[config.mk]
export PLATFORM = sky130hd
export DESIGN_NAME = pack_src_arbiter
export DESIGN_NICKNAME = d
export VERILOG_FILES = /design/src/rtl/pack_pkg.sv /design/src/rtl/rr_pick.sv /design/src/rtl/pack_src_arbiter.sv
export SDC_FILE = /design/constraint.sdc
export NUM_CORES = 1
export LEC_CHECK = 0
export ABC_AREA = 1
export CORE_MARGIN = 2
export CORE_UTILIZATION = 29
export DETAILED_ROUTE_END_ITERATION = 10
export GPL_TIMING_DRIVEN = 0
export PLACE_DENSITY_LB_ADDON = 0.05
export SETUP_SLACK_MARGIN = 0.05
export SLEW_MARGIN = 10
export SYNTH_ARGS = -nofsm -noshare
export SYNTH_HDL_FRONTEND = slang
export SYNTH_HIERARCHICAL = 1
export SYNTH_SLANG_ARGS = --single-unit
[constraint.sdc]
create_clock -name clk -period 1.08 [get_ports clk]
set_input_delay 0.216 -clock clk [delete_from_list [all_inputs] [get_ports clk]]
set_output_delay 0.216 -clock clk [all_outputs]
set_load 0.01 [all_outputs]
[src/rtl/pack_pkg.sv]
// Shared definitions for the packet-word path: word width, default packet size, sync bytes.
package pack_pkg;
    localparam int PKT_WORD_W        = 16;
    localparam int WORDS_PER_PKT_DEF = 8;
    localparam logic [7:0] SYNC_BYTE_HI = 8'hFF;
    localparam logic [7:0] SYNC_BYTE_LO = 8'h7F;
endpackage

[src/rtl/rr_pick.sv]
// Combinational winner select: lowest set request when fixed, else first set after 'last'.
module rr_pick #(
    parameter int NUM_SRC = 2,
    parameter int SRC_W   = 1
) (
    input  logic [NUM_SRC-1:0] req,
    input  logic [SRC_W-1:0]   last,
    input  logic               fixed,
    output logic [SRC_W-1:0]   winner,
    output logic               any
);
    logic found;
    int   idx;

    // Round-robin scan starts one past 'last', so 'last' is the final candidate.
    always_comb begin
        winner = '0;
        found  = 1'b0;
        idx    = 0;
        for (int k = 0; k < NUM_SRC; k++) begin
            idx = fixed ? k : (int'(last) + 1 + k) % NUM_SRC;
            if (!found && req[idx[SRC_W-1:0]]) begin
                winner = SRC_W'(idx);
                found  = 1'b1;
            end
        end
    end

    assign any = |req;
endmodule

[src/rtl/pack_src_arbiter.sv]
// Shares one packet-word consumer among NUM_SRC packetizers; grants change only on PacketNext.
// Strobes route to sources with zero latency; PacketAvail is registered (one cycle).
module pack_src_arbiter
    import pack_pkg::*;
#(
    parameter int NUM_SRC       = 2,
    parameter int SRC_W         = 1,
    parameter int WORDS_PER_PKT = WORDS_PER_PKT_DEF
) (
    input  logic                          clk,
    input  logic                          rst,
    input  logic                          FixedPri,
    input  logic [NUM_SRC-1:0]            SrcAvail,
    output logic [NUM_SRC-1:0]            SrcNext,
    output logic [NUM_SRC-1:0]            SrcNextWd,
    input  logic [PKT_WORD_W*NUM_SRC-1:0] SrcData,
    output logic                          PacketAvail,
    input  logic                          PacketNext,
    input  logic                          PacketNextWd,
    output logic [PKT_WORD_W-1:0]         PacketIn,
    output logic [SRC_W-1:0]              SrcId,
    output logic                          Busy,
    output logic                          WordOvr,
    output logic                          NoPktErr
);
    localparam int CNT_W = $clog2(WORDS_PER_PKT + 2);
    localparam logic [CNT_W-1:0] CNT_LAST = CNT_W'(WORDS_PER_PKT + 1);
    localparam logic [CNT_W-1:0] CNT_SAT  = CNT_W'(WORDS_PER_PKT + 2);

    logic [SRC_W-1:0] grant_q, grant_d, last_q, last_d;
    logic [CNT_W-1:0] cnt_q, cnt_d;
    logic             busy_q, busy_d, ovr_q, ovr_d, nopkt_q, nopkt_d, avail_q, avail_d;
    logic [SRC_W-1:0] winner;
    logic             any, take, wd_fwd;

    rr_pick #(.NUM_SRC(NUM_SRC), .SRC_W(SRC_W)) u_pick (
        .req    (SrcAvail),
        .last   (last_q),
        .fixed  (FixedPri),
        .winner (winner),
        .any    (any)
    );

    // A packet strobe in the same cycle masks the word strobe entirely.
    assign take   = PacketNext & any & ~rst;
    assign wd_fwd = PacketNextWd & busy_q & ~PacketNext & ~rst;

    always_comb begin
        grant_d = grant_q;
        last_d  = last_q;
        cnt_d   = cnt_q;
        busy_d  = busy_q;
        ovr_d   = ovr_q;
        nopkt_d = nopkt_q;
        avail_d = |SrcAvail;
        if (PacketNext) begin
            cnt_d = '0;
            if (any) begin
                grant_d = winner;
                last_d  = winner;
                busy_d  = 1'b1;
            end else begin
                nopkt_d = 1'b1;
            end
        end else if (wd_fwd) begin
            if (cnt_q >= CNT_LAST) ovr_d = 1'b1;
            if (cnt_q != CNT_SAT)  cnt_d = cnt_q + 1'b1;
        end
    end

    always_ff @(posedge clk) begin
        if (rst) begin
            grant_q <= '0;
            last_q  <= SRC_W'(NUM_SRC - 1);
            cnt_q   <= '0;
            busy_q  <= 1'b0;
            ovr_q   <= 1'b0;
            nopkt_q <= 1'b0;
            avail_q <= 1'b0;
        end else begin
            grant_q <= grant_d;
            last_q  <= last_d;
            cnt_q   <= cnt_d;
            busy_q  <= busy_d;
            ovr_q   <= ovr_d;
            nopkt_q <= nopkt_d;
            avail_q <= avail_d;
        end
    end

    assign SrcNext     = take   ? (NUM_SRC'(1) << winner)  : '0;
    assign SrcNextWd   = wd_fwd ? (NUM_SRC'(1) << grant_q) : '0;
    assign PacketIn    = busy_q ? SrcData[int'(grant_q)*PKT_WORD_W +: PKT_WORD_W] : '0;
    assign PacketAvail = avail_q;
    assign SrcId       = grant_q;
    assign Busy        = busy_q;
    assign WordOvr     = ovr_q;
    assign NoPktErr    = nopkt_q;
endmodule

==> impl_results.md <==
* Status: complete, but fails checks
* Failing checks: negative setup slack
* Clock root cell: clkbuf_4
* Number of synthesized flops with an enable pin at 0
* CP cell instances: buf_8 -> clkinv_8 -> buf_4 -> nor2_4 -> nor2_1 -> buf_2
* 1st-iter DRT viols at between 40 and 50
* Final Max Tran Viols at 0
* CTS buffer count at 3
* First element of the critical path: SrcId
* PD cells at 690 mW/mm^2
* Ant diodes at 0
* Chip height at roughly 56 um
* Layout Area Growth over Synthesis at 146%
* Vias per inst at about 5
* Max transition margin at 0.811
* First-pass GRT wire length at roughly 5700 um
* # nets final at approximately 260
* Initial core utilization at 0.312
* Hold Slack at around 0.13 ns
* Crit. path cell count at 6
* Seq/Total Area, Yosys at 0.254
* Routed Antenna Nets at 0
* Yosys top cell by area: dfxtp_1
* Min-delay src: rst
* I/O Buffers at slightly above 60
* Total GRT Usage at 0.224
* Met1 usage at 0.281
* GR met3 Demand/Resource at 0.0279
* Max Cap Viol at 0
* Async SR Flop Fraction at 0
* Cells after synthesis at 132
* Area of the multi-input gates at ~790 sq um
* Clk sinks at 10
* Via Count at ~1,200
* Peak supply drop at slightly above 0.7 mV
* Drt pass-1 iters at 4
* Post-detailed-placement half-perimeter wirelength at around 2200 um
* CP delay by family, top: buffers and inverters
* Total congestion overflow at 0
* Reg2Reg Depth at 7
* RSZ-0062 raised after global routing: yes
* WP data arrival at 1.25 ns
* Data required time of the critical path at ~0.86 ns
* Period minus WS final at between 1 and 1.5 ns
* Vias in the first global route at about 1,200
* Routed WL at roughly 3600 um
* Synth Cell Area at just under 800 sq um
* CTS tree: yes
* Pin count of the biggest net entering global routing at 11
* Row count at 18
* Layout Utilization at 0.767
* Area share of the largest cell type after synthesis at 0.254
* Final setup TNS at -7.12 ns
* Initial antenna violation count at 0
* Share of cells above drive strength 1 at 0.626
* Hold Vio Cnt, Final at 0
* Maximum operating frequency at 0.682 GHz
* Final Wtd Congestion at about 0.8
* Core Region at ~0.0025 sq mm
* Area contributors post-synth: dfxtp_1, nor2_1, o21ai_0, nand2_1, ha_1
* Register bit total from synthesis at 10
* DRC at 0
* Leakage at 0.829 nW
* GRT met2 Usage at 0.393
* Hold Path Depth at 2
* Mapped Nets at approximately 180
* CP max stage cell: dfxtp_2
* Final worst slack at -0.386 ns
* Max incr delay on CP at between 0.3 and 0.4 ns
* Crit Path Category: register to output pin
* GRT Max-Usage Layer: met2
* Final setup fails at 26
* Reg2reg start: last_q
* Setup Skew at 0.000815 ns
* Maximum buffer depth of the clock tree at 2
* Unique cell type count in the Yosys netlist at 23
* # fillers at between 150 and 200
* Reg area at between 200 and 250 sq um
* Worst setup EP type: output pin
* Ports at 64
* Worst skew pair latency at approximately 0.28 ns
* Die W at about 56 um
* Final period util at 1.36
* CP startpoint kind: register
* Slew @ Worst Pin at between 0.2 and 0.3 ns
* Reg clk slew, reported paths at approximately 0.080 ns
* Worst Path Max Fanout at 5
* H-tree Lvls at 1
* Worst Path Buf+Inv at 4
* Hold WC Path Type: input port to register
* Post-cts hold buffer count at 0
* Post-Syn Area per Cell at approximately 6.0 sq um
* Syn. warnings at 6
* WL/cell at approximately 15 um
* Die area at about 0.0031 sq mm
* Ys flop type: dfxtp_1
[sequential cells by signal (all words and copies together) (netlist names)]
signal / count
Busy: 1
NoPktErr: 1
PacketAvail: 1
SrcId: 1
WordOvr: 1
cnt_q: 4
last_q: 1
[timing repair]
action,in CTS,in global routing
setup endpoints to repair,30,30
pin swaps,23,17
gates resized for setup,178,23
cloned,2,0
buffers inserted,17,3
[synth_stat cells, types with 2 or more instances]
master,count
nor2_1,46
o21ai_0,17
nand2_1,14
dfxtp_1,10
inv_1,10
nand3_1,8
a21oi_1,4
ha_1,4
nand2_2,3
buf_2,2
nor2_4,2
[through the flow]
stage / area (sq um) / std cells / power, mW / setup WS (ns)
2_1_floorplan: 867 / 132 / 0.576 / 0.0272
3_3_place_gp: 1530 / 224 / 0.844 / -0.784
3_5_place_dp: 1530 / 224 / 0.852 / -0.813
4_1_cts: 1840 / 247 / 1.29 / -0.373
5_1_grt: 1930 / 249 / 1.39 / -0.421
6_report: 1930 / 249 / 1.33 / -0.386
[cells by family after synthesis]
group / synth area share
adders and majority gates: 0.0636
AOI/OAI and AO/OA: 0.151
and+or+nand+nor: 0.426
buffers and inverters: 0.105
DFF: 0.254
[power by group]
part           internal [mW]  switching, mW  total (mW)  leakage [nW]
registers              0.379         0.0136       0.393        0.0855
logic                  0.309          0.269       0.578         0.723
clock network          0.205          0.158       0.364        0.0210
total                  0.894          0.441        1.33         0.829
[area by class of cell]
cell class,instances,area share
Buffer,5,0.0356
Clock buffer,4,0.0188
Inverter,13,0.0356
Multi-Input combinational cell,104,0.408
Sequential cell,10,0.113
Tap cell,30,0.0194
Timing Repair Buffer,82,0.362
Timing Repair inverter,1,0.00841
[worst paths after layout]
check             slack, ns           end
setup reg to reg      -0.06         SrcId
hold / removal         0.13       WordOvr
hold reg to reg        0.46      NoPktErr
setup / recovery      -0.39  PacketIn[15]
[cell usage in the layout, fill, tap and decap left out, drive strengths merged]
cell / netlist / layout
nor3: 1 / 1
ha: 4 / 4
buf: 5 / 50
clkbuf: 0 / 4
dfxtp: 10 / 10
nor2: 49 / 49
o21ai: 18 / 18
nand3: 8 / 8
nand4: 1 / 1
nand2: 18 / 18
dlygate4sd2: 0 / 5
clkinv: 2 / 3
inv: 11 / 11
clkdlybuf4s50: 0 / 32
a21oi: 5 / 5
[worst register-to-register path, stage by stage (launching register included)]
cell     delay [ns]
dfxtp_2        0.33
nor2_2         0.08
nor2_1         0.06
nor2_2         0.14
nand3_2        0.09
buf_4          0.14
buf_4          0.13
a21oi_2        0.11
[metal layers]
metal | wire [um] | vias up
met5 | 0 | -
met4 | 36 | 0
met3 | 264 | 6
met2 | 1780 | 52
met1 | 1550 | 558
li1 | - | 593
No activity file was read; power rests on OpenSTA's default activity.
